## src/rtl/adc_capture.sv

```systemverilog
// adc_capture: serial ADC reader with frame averaging.
//
// Runs SPI-style frames against a serial ADC. The leading N_LEAD bits of each
// frame are ignored. The following ND_ADC bits are shifted in MSB first.
// 2^AVG_LOG2 frames are summed, and the truncated mean is presented on
// data_out together with a one-cycle data_valid strobe.
//
// Ports:
//   clk        system clock
//   rst        asynchronous reset, active-low
//   en         block enable; dropping it mid-frame finishes the frame and
//              discards the partial set
//   Out_Mode   1 = one averaged word per trig, 0 = continuous while en
//   trig       single-mode start pulse, only looked at in IDLE
//   adc_sdo    serial data from the ADC, MSB first
//   adc_cs_n   ADC chip select, active-low
//   adc_sclk   ADC serial clock, idles low
//   data_out   latest averaged sample
//   data_valid one-cycle strobe marking a new data_out
//   busy       high whenever the controller is not in IDLE
module adc_capture #(
  parameter int ND_ADC   = 16,
  parameter int N_LEAD   = 6,
  parameter int CLK_DIV  = 2,
  parameter int N_QUIET  = 4,
  parameter int AVG_LOG2 = 2
) (
  input  logic              clk,
  input  logic              rst,
  input  logic              en,
  input  logic              Out_Mode,
  input  logic              trig,
  input  logic              adc_sdo,
  output logic              adc_cs_n,
  output logic              adc_sclk,
  output logic [ND_ADC-1:0] data_out,
  output logic              data_valid,
  output logic              busy
);

  localparam int N_BITS = N_LEAD + ND_ADC;
  localparam int ACC_W  = ND_ADC + AVG_LOG2;
  localparam int N_AVG  = 1 << AVG_LOG2;
  localparam int TMAX   = (CLK_DIV > N_QUIET) ? CLK_DIV : N_QUIET;
  localparam int TW     = $clog2(TMAX + 1);
  localparam int BW     = $clog2(N_BITS + 1);
  localparam int FW     = AVG_LOG2 + 1;

  localparam logic [TW-1:0] DIV_LAST   = TW'(CLK_DIV - 1);
  localparam logic [TW-1:0] QUIET_LAST = TW'(N_QUIET - 1);
  localparam logic [BW-1:0] BIT_LEAD   = BW'(N_LEAD);
  localparam logic [BW-1:0] BIT_FULL   = BW'(N_BITS);
  localparam logic [FW-1:0] FRM_FULL   = FW'(N_AVG);

  typedef enum logic [2:0] {
    S_IDLE,
    S_LOW,
    S_HIGH,
    S_QUIET,
    S_OUT
  } state_t;

  state_t              state_q;
  logic [TW-1:0]       tmr_q;
  logic [BW-1:0]       bit_q;
  logic [FW-1:0]       frm_q;
  logic [ND_ADC-1:0]   shift_q;
  logic [ACC_W-1:0]    acc_q;
  logic                mode_q;
  logic                abort_q;
  logic                cs_n_q;
  logic                sclk_q;
  logic [ND_ADC-1:0]   data_q;
  logic                valid_q;
  logic                busy_q;

  logic [ACC_W-1:0]    acc_d;

  // Truncating mean: drop the AVG_LOG2 fraction bits of the sum.
  function automatic logic [ND_ADC-1:0] avg_trunc(input logic [ACC_W-1:0] sum);
    return sum[ACC_W-1:AVG_LOG2];
  endfunction

  // The accumulator is wide enough for N_AVG full-scale words, so no wrap.
  assign acc_d = acc_q + ACC_W'(shift_q);

  always_ff @(posedge clk or negedge rst) begin
    if (!rst) begin
      state_q <= S_IDLE;
      tmr_q   <= '0;
      bit_q   <= '0;
      frm_q   <= '0;
      shift_q <= '0;
      acc_q   <= '0;
      mode_q  <= 1'b0;
      abort_q <= 1'b0;
      cs_n_q  <= 1'b1;
      sclk_q  <= 1'b0;
      data_q  <= '0;
      valid_q <= 1'b0;
      busy_q  <= 1'b0;
    end else begin
      valid_q <= 1'b0;
      // Once en drops during an acquisition, the set is dead. The frame
      // in flight still runs to completion so that cs_n is never cut short.
      if (state_q != S_IDLE && !en) begin
        abort_q <= 1'b1;
      end

      case (state_q)
        S_IDLE: begin
          cs_n_q  <= 1'b1;
          sclk_q  <= 1'b0;
          busy_q  <= 1'b0;
          abort_q <= 1'b0;
          if (en && (!Out_Mode || trig)) begin
            mode_q  <= Out_Mode;
            state_q <= S_LOW;
            cs_n_q  <= 1'b0;
            busy_q  <= 1'b1;
            tmr_q   <= '0;
            bit_q   <= '0;
            frm_q   <= '0;
            acc_q   <= '0;
          end
        end

        S_LOW: begin
          if (tmr_q == DIV_LAST) begin
            // sclk rising edge: sample sdo in the same cycle sclk goes high
            tmr_q   <= '0;
            state_q <= S_HIGH;
            sclk_q  <= 1'b1;
            bit_q   <= bit_q + BW'(1);
            if (bit_q >= BIT_LEAD) begin
              shift_q <= {shift_q[ND_ADC-2:0], adc_sdo};
            end
          end else begin
            tmr_q <= tmr_q + TW'(1);
          end
        end

        S_HIGH: begin
          if (tmr_q == DIV_LAST) begin
            tmr_q  <= '0;
            sclk_q <= 1'b0;
            if (bit_q == BIT_FULL) begin
              state_q <= S_QUIET;
              cs_n_q  <= 1'b1;
              bit_q   <= '0;
              acc_q   <= acc_d;
              frm_q   <= frm_q + FW'(1);
            end else begin
              state_q <= S_LOW;
            end
          end else begin
            tmr_q <= tmr_q + TW'(1);
          end
        end

        S_QUIET: begin
          if (tmr_q == QUIET_LAST) begin
            tmr_q <= '0;
            if (abort_q || !en) begin
              state_q <= S_IDLE;
              busy_q  <= 1'b0;
              acc_q   <= '0;
              frm_q   <= '0;
              abort_q <= 1'b0;
            end else if (frm_q == FRM_FULL) begin
              state_q <= S_OUT;
            end else begin
              state_q <= S_LOW;
              cs_n_q  <= 1'b0;
            end
          end else begin
            tmr_q <= tmr_q + TW'(1);
          end
        end

        S_OUT: begin
          data_q  <= avg_trunc(acc_q);
          valid_q <= 1'b1;
          acc_q   <= '0;
          frm_q   <= '0;
          abort_q <= 1'b0;
          if (!mode_q && en) begin
            state_q <= S_LOW;
            cs_n_q  <= 1'b0;
          end else begin
            state_q <= S_IDLE;
            busy_q  <= 1'b0;
          end
        end

        default: begin
          state_q <= S_IDLE;
          cs_n_q  <= 1'b1;
          sclk_q  <= 1'b0;
          busy_q  <= 1'b0;
        end
      endcase
    end
  end

  assign adc_cs_n   = cs_n_q;
  assign adc_sclk   = sclk_q;
  assign data_out   = data_q;
  assign data_valid = valid_q;
  assign busy       = busy_q;

endmodule
```

## config.mk

```make
export PLATFORM = sky130hd
export DESIGN_NAME = adc_capture
export DESIGN_NICKNAME = d
export VERILOG_FILES = /design/src/rtl/adc_capture.sv
export SDC_FILE = /design/constraint.sdc
export NUM_CORES = 1
export LEC_CHECK = 0
export BUFFER_PORTS_ARGS = -buffer_cell sky130_fd_sc_hd__buf_2
export CAP_MARGIN = 10
export CORE_ASPECT_RATIO = 0.5
export CORE_MARGIN = 1
export CORE_UTILIZATION = 50
export DETAILED_ROUTE_END_ITERATION = 8
export PLACE_DENSITY = 0.76
export SYNTH_ARGS = -nofsm -noshare
export SYNTH_HDL_FRONTEND = slang
export SYNTH_SLANG_ARGS = --single-unit
```

## constraint.sdc

```tcl
create_clock -name clk -period 2.1 [get_ports clk]
set_input_delay 0.105 -clock clk [delete_from_list [all_inputs] [get_ports clk]]
set_output_delay 0.105 -clock clk [all_outputs]
set_load 0.01 [all_outputs]
```

# After elaboration in Yosys (flattened, before gate mapping)
# Cells that the tools add are included.
[op_classes]
addsub = 4
n_lt_le_gt_ge = 1
n_eq_ne = 18
muxes = 50
n_bitwise = 3
n_reduce_logical = 25
[op_table]
columns = ["operator", "count"]
rows = [
  ["$mux 18", 5],
  ["$pmux 18 s4", 1],
  ["$mux 3", 13],
  ["$mux 5", 4],
  ["$ne 2x2->1 const B", 10],
  ["$add 18x16->18", 1],
  ["$mux 1", 18],
  ["$pmux 3 s5", 1],
  ["$pmux 5 s3", 1],
  ["$pmux 3 s4", 1],
  ["$eq 3x2->1 const B", 3],
  ["$pmux 3 s3", 1],
  ["$reduce_bool 3->1", 3],
  ["$reduce_and 4->1", 2],
  ["$reduce_and 7->1", 1],
  ["$add 3x1->3 const B", 2],
  ["$eq 3x1->1 const B", 2],
  ["$eq 3x3->1 const B", 2],
  ["$reduce_and 3->1", 2],
  ["$reduce_and 6->1", 1],
  ["$reduce_or 2->1", 3],
  ["$add 5x1->5 const B", 1],
  ["$eq 5x5->1 const B", 1],
  ["$ge 5x3->1 const B", 1],
  ["13 further kinds", 21],
]
[word_totals]
register_bits = 70
in_bits = 6
out_inout_bits = 20
word_cells = 114

# Longest topological paths before layout
# Gate-level depths: netlist of the first run.
[logic_depth]
ltp_word = 6
ltp_mapped = 9
mapped_depth_nobuf = 9

# Worst setup path before layout of the first run
# No wires, ideal clock.
[synth_timing]
path_type = "flip-flop to flip-flop"
startpoint = "register shift_q[5]"
endpoint = "register acc_q[14]"
setup_ns = 0.135
t_arrival_ns = 1.914
required_time_ns = 1.965
slack_ns = 0.051
stages_incl_launch_ff = 8
synth_period_minus_slack_ns = 2.049
cell_sequence = "dfrtp_1 ha_1 a211oi_2 nor3b_2 or3_1 a221oi_2 xor2_1 o31ai_1"
[synth_between]
elab_chain_len = 4
[synth_rtl]
columns = ["element", "line", "rtl"]
rows = [
  ["start, declared", "67", "logic [ND_ADC-1:0] shift_q;"],
  ["start signal, assigned", "136", "shift_q <= {shift_q[ND_ADC-2:0], adc_sdo};"],
  ["$add 18x16->18", "85", "assign acc_d = acc_q + ACC_W'(shift_q);"],
  ["$mux 18", "147", "if (bit_q == BIT_FULL) begin"],
  ["$mux 18", "144", "if (tmr_q == DIV_LAST) begin"],
  ["$pmux 18 s4", "110", "case (state_q)"],
  ["end signal, assigned", "94", "acc_q <= '0;"],
  ["end signal, assigned", "124", "acc_q <= '0;"],
  ["end signal, assigned", "151", "acc_q <= acc_d;"],
  ["end, declared", "68", "logic [ACC_W-1:0] acc_q;"],
]
# No other way between the ends. The select of a mux whose other input is x is not followed.
# A chain may end at the register's enable or synchronous reset.

# Worst setup path in the final report of the first run
[layout_timing]
startpoint = "register shift_q[1]"
endpoint = "register acc_q[13]"
# The elaborated chain is that of the path after synthesis.

==> results.sh, run 1 <==
export IMPL_synth_xor_area_share_pct=2.44
export IMPL_setup_violations=8
export IMPL_drcViolationCount=0
export IMPL_core_area_um2=7490
export IMPL_crit_chain="ha_4, a211oi_4, o21bai_4, a2111oi_4, o21ai_0, o21ai_0, o21ai_1"
export IMPL_vias_per_cell=5.93
export IMPL_synthesis_area_um2=3940
export IMPL_cts_tree="done"
export IMPL_syn_inst=384
export IMPL_violations="negative setup slack"
export IMPL_finalHoldViolCount=0
export IMPL_fin_skew_ns=0.00559
export IMPL_synth_mux_area_share_pct=9.39
export IMPL_crit_path_top_delay_cell="dfrtp_1"
export IMPL_worstReg2RegEnd="acc_q[13]$_DFFE_PN0P_"
export IMPL_numCtsBuffers=9
export IMPL_synth_fa_ha_area_share_pct=8.12
export IMPL_min_path_cells=2
export IMPL_ys_types=64
export IMPL_dp_cells=536
export IMPL_rr_startpoint="shift_q[1]$_DFFE_PN0P_"
export IMPL_initial_core_util_pct=52.7
export IMPL_synth_top_family_by_area="compound AO/OA/AOI/OAI gates"
export IMPL_final_layout_size_suffix_gt1_share_pct=35.4
export IMPL_reg2reg_slack_ns=-0.10
export IMPL_pin_count=26
export IMPL_routed_wl_mm=9.87
export IMPL_synth_fp_nets=415
export IMPL_track_usage_pct=24.8
export IMPL_cts_path_max_buffers=2
export IMPL_crit_fanout=4
export IMPL_dominantRegCellSynth="dfrtp_1"
export IMPL_status="complete, but fails checks"
export IMPL_peakVddDrop_v=0.000385
export IMPL_final_cells=566
export IMPL_dieArea_um2=8270
export IMPL_seq_area_frac_synth_pct=44.4
export IMPL_hp_start="Out_Mode"
export IMPL_async_flop_share_pct=100
export IMPL_clk_pin_slew_ns=0.06
export IMPL_total_power_uw=2890
export IMPL_htreeDepth=3
export IMPL_antenna_cells=0
export IMPL_firstDrtPassIters=5
export IMPL_initialDrtViolationCount=313
export IMPL_clock_latency_ns=0.34
export IMPL_rsz0062_at_grt="yes"
export IMPL_fin_nets=484
export IMPL_grt_start_max_net_pins=71
export IMPL_n_fill_cell=528
export IMPL_clock_sinks=70
export IMPL_die_w_um=128
export IMPL_synth_avg_cell_area_um2=10.3
export IMPL_fin_crit_sh_pct=105
export IMPL_worstPathRequired_ns=2.31
export IMPL_vias=3358
export IMPL_timing_fmax_mhz=454
export IMPL_leakagePower_uw=0.00239
export IMPL_synth_edf_count=0
export IMPL_power_density_nw_per_um2=569
export IMPL_row_count=22
export IMPL_synth_seq_cells=70
export IMPL_arrival_ns=2.42
export IMPL_relSlewSlack_pct=70.5
export IMPL_place_congestion=0.893
export IMPL_worst_pin_slew_ns=0.440
export IMPL_grt_pass1_vias=3321
export IMPL_rr_worst_depth=7
export IMPL_dp_final_hpwl_mm=6.22
export IMPL_hold_path_end="mode_q$_DFFE_PN0P_"
export IMPL_maxCapViolCount=0
export IMPL_crit_path_end_kind="flop"
export IMPL_dpl_worst_slack_ns=-0.116
export IMPL_grt_pass1_wl_mm=15.8
export IMPL_synth_simple_area_share_pct=15.3
export IMPL_synth_compound_area_share_pct=17.2
export IMPL_cts_root_buffer="clkbuf_16"
export IMPL_detail_route_antenna_nets=0
export IMPL_path_class="flop to flop"
export IMPL_drv_slew=0
export IMPL_crit_top_cell="o21ai_0"
export IMPL_antenna_found_initial=0
export IMPL_finalWorstSetupSlack_ns=-0.103
export IMPL_portBuffers=25
export IMPL_ff_latch_area_um2=1750
export IMPL_area_growth_pct=29.1
export IMPL_wire_per_inst_um=17.4
export IMPL_die_height_um=64.8
export IMPL_min_period_ns=2.20
export IMPL_overflow=0
export IMPL_hp_class="primary input to flop"
export IMPL_yosys_warnings=0
export IMPL_critPathMaxStageDelay_ns=0.43
export IMPL_setup_worst_path_start_class="flop"
export IMPL_multi_input_area_um2=2300
## synth_stat cells (2+ instances only)
cell type  count  area, um2
buf_2          5       25.0
o22ai_1        3       18.8
a21o_1         6       45.0
mux2_1         3       33.8
nand2b_1       7       43.8
a2111oi_0      3       26.3
a31oi_1        2       12.5
a22o_1         4       35.0
inv_1         11       41.3
o21a_1         3       22.5
a211oi_2       2       25.0
xor2_1         6       52.6
nor2_1        20       75.1
a21oi_2        2       17.5
xnor2_1        5       43.8
nor2b_1        5       31.3
o21ai_0       16       80.1
a211oi_1       3       22.5
nand2_1       42        158
ha_1          24        300
dfrtp_1       69       1730
o21bai_1       3       22.5
nand4_1        4       25.0
mux2_2        29        327
o21ai_1        8       40.0
a311oi_1       2       17.5
nand3_1       12       60.1
inv_2          2       7.51
or3_1          4       25.0
nor3_1         5       25.0
clkbuf_1      11       41.3
a21oi_1       16       80.1
o31ai_1       12       90.1
or4_1          3       22.5
nor4b_1        3       26.3
## routing by layer
layer | up-vias | track usage (%) | wire [um]
met5 | - | 0 | 0
met4 | 0 | 10.9 | 250
met3 | 32 | 6.03 | 501
met2 | 124 | 40.5 | 4660
met1 | 1651 | 31.7 | 4460
li1 | 1551 | - | -
## worst max-delay path: cells and delay by family (launching register included)
kind / cells / cell delay [ns]
AOI/OAI and AO/OA: 6 / 1.36
DFF: 1 / 0.43
adders and majority gates: 1 / 0.27
## worst max path at each step
stage	from	slack (ns)	end	cells past startpoint
floorplan	shift_q[5]$_DFFE_PN0P_	0.05	acc_q[14]$_DFFE_PN0P_	7
global placement	shift_q[0]$_DFFE_PN0P_	-0.06	acc_q[10]$_DFFE_PN0P_	9
detailed placement	acc_q[0]$_DFFE_PN0P_	-0.12	acc_q[10]$_DFFE_PN0P_	9
CTS	acc_q[0]$_DFFE_PN0P_	-0.03	acc_q[10]$_DFFE_PN0P_	9
global route	shift_q[5]$_DFFE_PN0P_	-0.14	acc_q[14]$_DFFE_PN0P_	7
finish	shift_q[1]$_DFFE_PN0P_	-0.10	acc_q[13]$_DFFE_PN0P_	7
## logic make-up after synthesis
family                   count (synthesis)
multiplexers                            33
AND/OR/NAND/NOR                        118
adder cells (fa/ha/maj)                 25
XOR/XNOR                                11
buffers and inverters                   30
flip-flops                              70
AO/OA/AOI/OAI                           97
## power by group
part / total (uW) / switching [uW] / internal (uW) / leakage, uW
Combinational: 92.0 / 54.8 / 37.2 / 0.00133
Sequential: 1360 / 6.52 / 1360 / 0.000917
Clock: 1440 / 602 / 837 / 0.000139
Total: 2890 / 664 / 2230 / 0.00239
## flip-flops by register name, indices dropped and copies added, names as in the netlist, 3 cells and up
name	flops
frm_q	3
tmr_q	3
data_out	16
bit_q	5
shift_q	16
state_q	3
acc_q	18
## per-stage QoR
| step | TNS [ns] | cell area, um2 | utilization (%) | hold slack (ns) |
|---|---|---|---|---|
| after floorplan | 0 | 3940 | - | -0.191 |
| after global routing | -0.947 | 5090 | 68.0 | 0.0237 |
| after global placement | -0.146 | 4440 | 59.3 | 0.158 |
| final | -0.381 | 5090 | 68.0 | 0.00343 |
| after CTS | -0.0346 | 4910 | 65.5 | 0.00132 |
| after detailed placement | -0.433 | 4440 | 59.3 | 0.155 |
## area by class of cell
type	count	area share, %
clock buffers	10	4.69
well taps	108	2.65
flip-flops and latches	70	34.4
multi-input cells	284	45.1
inverters	13	0.958
clock inverters	6	0.860
repair buffers	75	11.3
## layout by cell type, fill, tap and decap left out, types with 6 or more instances in the layout
cell type  count
a21oi_1       15
o21ai_1        7
nand2b_1       6
clkbuf_16      9
inv_1          9
nor2_1        18
dfrtp_1       69
xor2_1         6
o31ai_1       12
nand3_1       12
mux2_2        29
a21o_1         6
ha_1          18
buf_4         42
o21ai_0       15
buf_2         25
nand2_1       41
## what timing repair did
action / CTS / global route
pin swaps: 10 / 17
hold buffers: 2 / 0
setup buffers: 5 / 6
endpoints found under the setup margin: 12 / 16
gates resized for setup: 20 / 24
endpoints found under the hold margin: 70 / 0
gates cloned: 1 / 0
Power figures use the tool's default switching activity.
==> run 2, diff against run 1 <==
Settings changed: PLACE_DENSITY 0.76 to 0.7, SKIP_LAST_GASP set to 1.
==> run 2 against run 1 <==
- the flow still finishes with violations (negative setup slack)
- final cell count fell by 2.5%
- non-clock buffer count fell by 14
- count of clock-buffer cells in the layout rose by 3
- clock skew rose by 0.0011 ns
- maximum frequency rose by 3.0%
- first-iteration DRC count fell by 26%
- largest power group unchanged
- highest routed layer unchanged
==> results.sh, run 2 (synthesized netlist as in run 1, its figures left out) <==
export IMPL_drv_slew=0
export IMPL_min_period_ns=2.14
export IMPL_startpoint="shift_q[5]$_DFFE_PN0P_"
export IMPL_path_class="flop to flop"
export IMPL_antenna_found_initial=0
export IMPL_clk_pin_slew_ns=0.06
export IMPL_row_count=22
export IMPL_portBuffers=25
export IMPL_detail_route_antenna_nets=0
export IMPL_fin_setup_tns_ns=-0.0496
export IMPL_combPwrFrac_pct=2.9
export IMPL_clock_latency_ns=0.34
export IMPL_cts_root_buffer="clkbuf_16"
export IMPL_routed_wl_mm=9.05
export IMPL_numCtsBuffers=9
export IMPL_rsz0062_at_grt="yes"
export IMPL_cts_tree="done"
export IMPL_finalWorstSetupSlack_ns=-0.0381
export IMPL_cts_path_max_buffers=2
export IMPL_top_register="acc_q"
export IMPL_timing_fmax_mhz=468
export IMPL_worstPathRequired_ns=2.34
export IMPL_dieArea_um2=8270
export IMPL_seqPwrFrac_pct=47.0
export IMPL_setup_worst_path_start_class="flop"
export IMPL_largest_reg_flops=18
export IMPL_peakVddDrop_v=0.000369
export IMPL_clock_sinks=70
export IMPL_drcViolationCount=0
export IMPL_htreeDepth=3
export IMPL_maxCapViolCount=0
export IMPL_grt_start_max_net_pins=31
export IMPL_die_w_um=128
export IMPL_worst_pin_slew_ns=0.517
export IMPL_finalHoldViolCount=0
export IMPL_fin_nets=470
export IMPL_fin_util_pct=65.9
export IMPL_grt_pass1_wl_mm=15.1
export IMPL_dp_final_hpwl_mm=6.16
export IMPL_fin_crit_sh_pct=102
export IMPL_swShare_pct=21.4
export IMPL_core_area_um2=7490
export IMPL_crit_fanout=4
export IMPL_power_density_nw_per_um2=589
export IMPL_arrival_ns=2.38
export IMPL_rr_startpoint="shift_q[5]$_DFFE_PN0P_"
export IMPL_power_switching_uw=623
export IMPL_place_congestion=0.928
export IMPL_vias=3130
export IMPL_power_frac_clock_pct=50.1
export IMPL_initial_core_util_pct=52.7
export IMPL_track_usage_pct=23.8
export IMPL_pin_count=26
export IMPL_final_common_cell="dfrtp_1"
export IMPL_relSlewSlack_pct=65.5
export IMPL_crit_path_end_kind="flop"
export IMPL_final_layout_size_suffix_gt1_share_pct=33.3
export IMPL_overflow=0
export IMPL_initialDrtViolationCount=231
export IMPL_antenna_cells=0
export IMPL_violations="negative setup slack"
export IMPL_layout_common_cells="68 x dfrtp_1, 41 x nand2_1, 30 x buf_4, 29 x mux2_2, 25 x buf_2"
export IMPL_vias_per_cell=5.67
export IMPL_grt_pass1_vias=3158
export IMPL_fin_skew_ns=0.00670
export IMPL_leakagePower_uw=0.00229
export IMPL_die_height_um=64.8
export IMPL_setup_violations=2
export IMPL_area_growth_pct=25.0
export IMPL_hp_class="primary input to asynchronous set/reset pin"
export IMPL_p_int_uw=2280
export IMPL_wire_per_inst_um=16.4
export IMPL_status="complete, but fails checks"
export IMPL_firstDrtPassIters=5
export IMPL_n_fill_cell=573
run 2: worst paths after layout:
kind                            cells after the start  slack (ns)                      to
worst max-delay path                                7       -0.04   acc_q[14]$_DFFE_PN0P_
worst min-delay path                                2        0.22  shift_q[3]$_DFFE_PN0P_
worst max register to register                      7       -0.04   acc_q[14]$_DFFE_PN0P_
worst min register to register                      1        0.49      mode_q$_DFFE_PN0P_
max in group asynchronous                           3        1.12    tmr_q[0]$_DFFE_PN0P_
min in group clk                                    4        0.28        busy$_DFFE_PN0P_
run 2: critical path: stages (launching register included):
cell and delay, ns:
dfrtp_1 0.41, ha_4 0.28, a211oi_4 0.26, nor3b_4 0.10, or3_4 0.39, a221oi_4 0.29, xor2_1 0.11, o31ai_1 0.21
run 2: area by class of cell:
| class | count | area [um2] | share of cell area, % |
|---|---|---|---|
| Inverter | 13 | 48.8 | 0.990 |
| Tap cell | 108 | 135 | 2.74 |
| Timing Repair Buffer | 61 | 423 | 8.58 |
| Clock inverter | 3 | 17.5 | 0.355 |
| Sequential cell | 70 | 1750 | 35.6 |
| Clock buffer | 13 | 270 | 5.48 |
| Multi-Input combinational cell | 284 | 2280 | 46.3 |
run 2: power groups by stage:
stage / clock network (uW) / registers (uW) / logic (uW)
after floorplan: 0 / 1390 / 25.8
after global placement: 0 / 1390 / 70.8
after detailed placement: 0 / 1390 / 73.1
after CTS: 1480 / 1360 / 81.7
after global routing: 1530 / 1360 / 95.6
final: 1460 / 1360 / 83.8
run 2: timing repair:
item,in CTS,in global routing
endpoints found under the hold margin,18,0
gates resized for setup,14,33
setup buffers,2,2
hold buffers,3,0
pin swaps,12,16
setup endpoints to repair,8,17
run 2: stage by stage:
step	cells	instance area (um2)	setup slack (ns)	hold slack (ns)	total power [uW]
final	552	4930	-0.0381	0.217	2900
after global routing	552	4930	-0.131	0.260	2990
after CTS	550	4770	-0.0656	0.221	2930
after detailed placement	529	4360	-0.125	0.0461	1460
after global placement	529	4360	-0.0432	0.0408	1460
after floorplan	384	3940	0.0510	-0.191	1410
run 2: metal layers:
| metal | GRT usage (%) | part of all wire (%) | up-vias |
|---|---|---|---|
| met1 | 30.9 | 47 | 1558 |
| met5 | 0 | 0 | - |
| met4 | 7.06 | 1.5 | 0 |
| met3 | 7.02 | 3.2 | 13 |
| met2 | 38.9 | 48 | 46 |
| li1 | - | - | 1513 |
